`config.mk`:
```
export PLATFORM = sky130hd
export DESIGN_NAME = cpu_ctrl
export DESIGN_NICKNAME = d
export VERILOG_FILES = /design/src/rtl/cpu_ctrl.sv
export SDC_FILE = /design/constraint.sdc
export NUM_CORES = 1
export LEC_CHECK = 0
export ABC_AREA = 1
export CAP_MARGIN = 20
export CORE_MARGIN = 2
export CORE_UTILIZATION = 47
export DETAILED_ROUTE_END_ITERATION = 8
export PLACE_DENSITY_LB_ADDON = 0.05
export SYNTH_ARGS = -nofsm -noshare
export SYNTH_HDL_FRONTEND = slang
export SYNTH_SLANG_ARGS = --single-unit
```
`constraint.sdc`:
```
create_clock -name clk -period 2 [get_ports clk]
set_input_delay 0.3 -clock clk [delete_from_list [all_inputs] [get_ports clk]]
set_output_delay 0.3 -clock clk [all_outputs]
set_load 0.005 [all_outputs]
```
`src/rtl/cpu_ctrl.sv`:
```
// cpu_ctrl: multi-cycle accumulator CPU control unit.
// Sequences instruction fetch, decode, operand access and accumulator write-back
// over a single request/acknowledge memory port.
//
// Memory handshake: mem_req rises together with mem_we/mem_addr, and all three hold
// steady until the cycle in which mem_ack=1 is sampled at a rising edge. That edge
// completes the transfer. mem_ack seen while mem_req=0 carries no meaning and is
// ignored. There is no timeout, so a request can wait forever.
module cpu_ctrl #(
  parameter int ADDR_W = 8
) (
  input  logic              clk,
  input  logic              rst_n,
  input  logic              start,
  input  logic              mem_ack,
  input  logic [15:0]       mem_rdata,
  input  logic [15:0]       acc_data,
  output logic              mem_req,
  output logic              mem_we,
  output logic [ADDR_W-1:0] mem_addr,
  output logic [15:0]       mem_wdata,
  output logic [3:0]        alu_op,
  output logic [15:0]       alu_operand,
  output logic              acc_alu_io_rw,
  output logic [ADDR_W-1:0] pc,
  output logic              halted,
  output logic [2:0]        fsm_state
);

  typedef enum logic [2:0] {
    S_IDLE   = 3'd0,
    S_FETCH  = 3'd1,
    S_DECODE = 3'd2,
    S_EXEC   = 3'd3,
    S_WB     = 3'd4,
    S_HALT   = 3'd5
  } state_t;

  localparam logic [3:0] OP_HALT  = 4'd0;
  localparam logic [3:0] OP_LOAD  = 4'd1;
  localparam logic [3:0] OP_STORE = 4'd2;
  localparam logic [3:0] OP_ADD   = 4'd3;
  localparam logic [3:0] OP_SUB   = 4'd4;
  localparam logic [3:0] OP_AND   = 4'd5;
  localparam logic [3:0] OP_OR    = 4'd6;
  localparam logic [3:0] OP_JMP   = 4'd7;
  localparam logic [3:0] OP_JGEZ  = 4'd8;
  localparam logic [3:0] OP_NOT   = 4'd9;

  state_t            state;
  logic [15:0]       ir;
  logic [15:0]       mdr;

  logic [3:0]        opcode;
  logic [ADDR_W-1:0] operand;
  logic [ADDR_W-1:0] pc_inc;
  logic              jump_taken;
  logic [ADDR_W-1:0] pc_after_decode;
  logic              unused_ir_bits;

  assign opcode      = ir[15:12];
  assign operand     = ir[ADDR_W-1:0];
  assign mem_wdata   = acc_data;
  assign alu_operand = mdr;
  assign fsm_state   = state;

  // Bits between the operand field and the opcode carry no meaning.
  assign unused_ir_bits = ^ir[11:ADDR_W];

  // Next pc: sequential increment (wraps naturally) and branch resolution in DECODE.
  always_comb begin
    pc_inc          = pc + ADDR_W'(1);
    jump_taken      = 1'b0;
    if (opcode == OP_JMP) begin
      jump_taken = 1'b1;
    end else if (opcode == OP_JGEZ) begin
      jump_taken = ~acc_data[15];
    end
    pc_after_decode = jump_taken ? operand : pc;
  end

  // Control FSM with registered strobes; each transition sets up next-state outputs.
  always_ff @(posedge clk or negedge rst_n) begin
    if (!rst_n) begin
      state         <= S_IDLE;
      pc            <= '0;
      ir            <= '0;
      mdr           <= '0;
      mem_req       <= 1'b0;
      mem_we        <= 1'b0;
      mem_addr      <= '0;
      alu_op        <= '0;
      acc_alu_io_rw <= 1'b0;
      halted        <= 1'b0;
    end else begin
      case (state)
        S_IDLE: begin
          if (start) begin
            state    <= S_FETCH;
            pc       <= '0;
            mem_req  <= 1'b1;
            mem_we   <= 1'b0;
            mem_addr <= '0;
          end
        end

        S_FETCH: begin
          if (mem_ack) begin
            ir      <= mem_rdata;
            pc      <= pc_inc;
            mem_req <= 1'b0;
            state   <= S_DECODE;
          end
        end

        S_DECODE: begin
          case (opcode)
            OP_HALT: begin
              state  <= S_HALT;
              halted <= 1'b1;
            end
            OP_JMP, OP_JGEZ: begin
              pc       <= pc_after_decode;
              state    <= S_FETCH;
              mem_req  <= 1'b1;
              mem_we   <= 1'b0;
              mem_addr <= pc_after_decode;
            end
            OP_NOT: begin
              state         <= S_WB;
              acc_alu_io_rw <= 1'b1;
              alu_op        <= opcode;
            end
            OP_LOAD, OP_STORE, OP_ADD, OP_SUB, OP_AND, OP_OR: begin
              state    <= S_EXEC;
              mem_req  <= 1'b1;
              mem_we   <= (opcode == OP_STORE);
              mem_addr <= operand;
            end
            default: begin
              // Unassigned opcodes behave as NOP.
              state    <= S_FETCH;
              mem_req  <= 1'b1;
              mem_we   <= 1'b0;
              mem_addr <= pc;
            end
          endcase
        end

        S_EXEC: begin
          if (mem_ack) begin
            if (mem_we) begin
              // Store done: go straight to the next fetch without a bubble.
              state    <= S_FETCH;
              mem_req  <= 1'b1;
              mem_we   <= 1'b0;
              mem_addr <= pc;
            end else begin
              mdr           <= mem_rdata;
              state         <= S_WB;
              mem_req       <= 1'b0;
              acc_alu_io_rw <= 1'b1;
              alu_op        <= opcode;
            end
          end
        end

        S_WB: begin
          acc_alu_io_rw <= 1'b0;
          alu_op        <= '0;
          state         <= S_FETCH;
          mem_req       <= 1'b1;
          mem_we        <= 1'b0;
          mem_addr      <= pc;
        end

        S_HALT: begin
          halted <= 1'b1;
        end

        default: begin
          state   <= S_IDLE;
          mem_req <= 1'b0;
          mem_we  <= 1'b0;
        end
      endcase
    end
  end

  // An open request keeps its address and direction until it is acknowledged.
  property p_req_stable;
    @(posedge clk) disable iff (!rst_n)
      (mem_req && !mem_ack) |=> (mem_req && $stable(mem_addr) && $stable(mem_we));
  endproperty
  a_req_stable: assert property (p_req_stable);

  // The accumulator write strobe never lasts more than one cycle.
  property p_strobe_single;
    @(posedge clk) disable iff (!rst_n)
      acc_alu_io_rw |=> !acc_alu_io_rw;
  endproperty
  a_strobe_single: assert property (p_strobe_single);

endmodule

```
==> results by group <==
Yosys
  – Top-area cell type share of the netlist area: 45.3%
  – Post-synth top area cell: dfrtp_1
  – Cells after Synth: 411
  – Yosys warns: 0
  – Sequential element share of the synthesized area: 45.3%
  – Post-synthesis register bit count: 55
  – Avg Synthesized Cell Area: 7.39 µm²
  – Distinct cells, synth: 25
  – Mapped Area: 0.00304 mm²
  – Synth top area cells: dfrtp_1, nand2_1, o21ai_0
  – Syn Nets: 448

Final layout
  – Post-Layout Cell Count: 549
  – Most frequent cells in the layout: nand2_1, clkdlybuf4s50_1, dfrtp_1
  – Most common cell after layout, fill and taps aside: nand2_1
  – Util after Layout: 60.5%
  – Share of cells above drive strength 1: 7.84%
  – Multi-input gate area in the final layout: 0.00130 mm²
  – Synthesis-to-finish area growth: 25.7%
  – Filler cells: 622
  – Ant diodes: 0
  – NumNets Final: 508
  – Register area: 0.00138 mm²

STA
  – RSZ-0062 raised after global routing: false
  – Fmax: 580 MHz
  – Final Hold Viols: 0
  – Post-route setup TNS: 0 ps
  – Slew HR: 61.4%
  – Hold slack: 492 ps
  – Final setup vio count: 0
  – Crit path time final: 1720 ps
  – Slew Viols, Final: 0
  – Actual slew at the worst max-slew pin: 579 ps
  – Worst Skew: 7.11 ps
  – Final cycle utilization of the critical path: 86.2%

Pwr
  – Leak: 1.82 nW
  – Maximum vdd ir drop: 726 µV
  – Pwr dens: 1540 mW/mm²

Global route
  – Global route total overflow: 0
  – Vias in the first global route: 2781
  – Pin count of the biggest net entering global routing: 34
  – Overall routing resource usage: 21.9%
  – Initial antenna violation count: 0
  – First-pass GRT wire length: 12800 µm

Worst setup path
  – Cell Chain, Critical Path: nor2_1 -> nand2_1 -> nand2_2 -> nor2_2 -> nor3_4 -> buf_12 -> nand2_1 -> o21ai_1
  – Critical path required time: 2230 ps
  – Worst EP arrival: 1950 ps
  – Setup crit end kind: flip-flop
  – CP dominant cell by count: nand2_1
  – Instance count on the critical path: 8
  – Critical Path Sink: pc[1]
  – WS Path Type: reg -> reg
  – Reg-to-Reg End: pc[1]
  – Setup crit start: ir[13]
  – Top delay family on crit path: simple AND/OR/NAND/NOR gates
  – Cell depth of the worst flop-to-flop path: 8
  – Worst path bufs/invs: 1
  – Worst reg-to-reg setup slack: 280 ps
  – Crit path launch type: flip-flop
  – CP max FO: 12
  – Crit-path max cell delay: 480 ps
  – R2R Path Start: ir[13]
  – Crit-path slowest cell: dfrtp_1

Clock network
  – Clk sink count: 55
  – Reg clk slew, reported paths: 100 ps
  – CTS tree: yes
  – H-tree depth: 2
  – Post-CTS Resized: 0
  – TritonCTS Buffers: 5
  – Clk buf depth: 2
  – CTS root buf: clkbuf_8
  – Worst-Skew Late Latency: 310 ps

Place
  – Post-DP HPWL: 5490 µm
  – IO buf count: 64
  – GPL Wtd Cong: 0.889
  – Post-Place Cells: 539

Floorplanning
  – Core ar.: 0.00631 mm²
  – Die Y-Extent: 84.4 µm
  – Row count: 29
  – Die Wd: 84.4 µm
  – Die Footprint: 0.00712 mm²
  – Initial core utilization: 48.1%
  – Number of I/O pins: 95

Detailed routing
  – # DRC: 0
  – Routed WL: 7440 µm
  – Initial DRC Count: 198
  – DR vias/cell: 5.11
  – Post-DRT Antenna Nets: 0
  – Routed WL per cell: 13.6 µm
  – First drt pass iteration count: 4
  – Via Count: 2803

Worst hold path
  – Hold_sp: acc_alu_io_rw
  – Hold Crit Class: reg -> reg
  – WHS Path Cells: 2

Outcome
  – Status: finished, final reports clean

Flow run
  – Max Cap Violations: 0
[flip-flops by register name, summed over array words and instances, names as in the netlist]
| signal | flops |
|---|---|
| ir | 12 |
| alu_op | 4 |
| mem_addr | 8 |
| halted | 1 |
| alu_operand | 16 |
| acc_alu_io_rw | 1 |
| mem_we | 1 |
| fsm_state | 3 |
| pc | 8 |
| mem_req | 1 |
[logic make-up after synthesis]
| group | Yosys count | share of synthesized area [%] |
|---|---|---|
| compound gates | 80 | 13.4 |
| fa+ha+maj | 1 | 0.412 |
| buf+inv | 74 | 12.0 |
| flops | 55 | 45.3 |
| mux | 4 | 1.48 |
| simple gates | 197 | 27.3 |
[synthesized netlist by cell type, drive strengths merged]
cell type,instances
ha,1
clkbuf,5
a21oi,31
o21ai,47
a31oi,1
dfrtp,55
inv,47
buf,22
nand4,1
mux2,4
nand2,100
nand3,39
nor3,4
nor2,53
o211ai,1
[power by group]
| part | internal, W | total (W) | switching (W) |
|---|---|---|---|
| sequential | 0.00161 | 0.00196 | 0.000354 |
| combinational | 0.00152 | 0.00329 | 0.00177 |
| clock | 0.000253 | 0.000645 | 0.000392 |
| total | 0.00338 | 0.00589 | 0.00251 |
[cell type report]
class	instances	area share [%]
Clock buffer	6	1.90
Multi-Input combinational cell	282	34.0
Tap cell	77	2.52
Sequential cell	55	36.1
Timing Repair Buffer	80	20.5
Clock inverter	2	0.426
Inverter	47	4.62
[layer usage]
| metal | track usage (%) | share of wire (%) |
|---|---|---|
| met1 | 31.9 | 47 |
| met4 | 6.78 | 1.7 |
| met3 | 3.74 | 6.1 |
| met2 | 33.6 | 45 |
| met5 | 0 | 0 |
[tightest hold or removal path, cell delays in order, from the launching register on]
cell and delay [ps]:
dfrtp_1 360, nand2_1 50, nand2_1 50
[repair_timing]
item / CTS / global route
hold buffers: 1 / 0
hold endpoints to repair: 2 / 0
endpoints found under the setup margin: 0 / 4
buffers inserted: 0 / 1
[metrics by stage]
step | cell area, µm² | setup slack, ps | total power [W]
after CTS | 3800 | 242 | 0.00585
after global routing | 3820 | 81.8 | 0.00643
final | 3820 | 276 | 0.00589
after detailed placement | 3700 | 201 | 0.00519
after floorplan | 3040 | 473 | 0.00386
after global placement | 3700 | 227 | 0.00513
[how the worst min path moves through the flow]
stage	to
floorplan	acc_alu_io_rw
detailed placement	fsm_state[1]
global route	acc_alu_io_rw
CTS	halted
finish	acc_alu_io_rw
global placement	fsm_state[1]
Power figures use the tool's default switching activity.
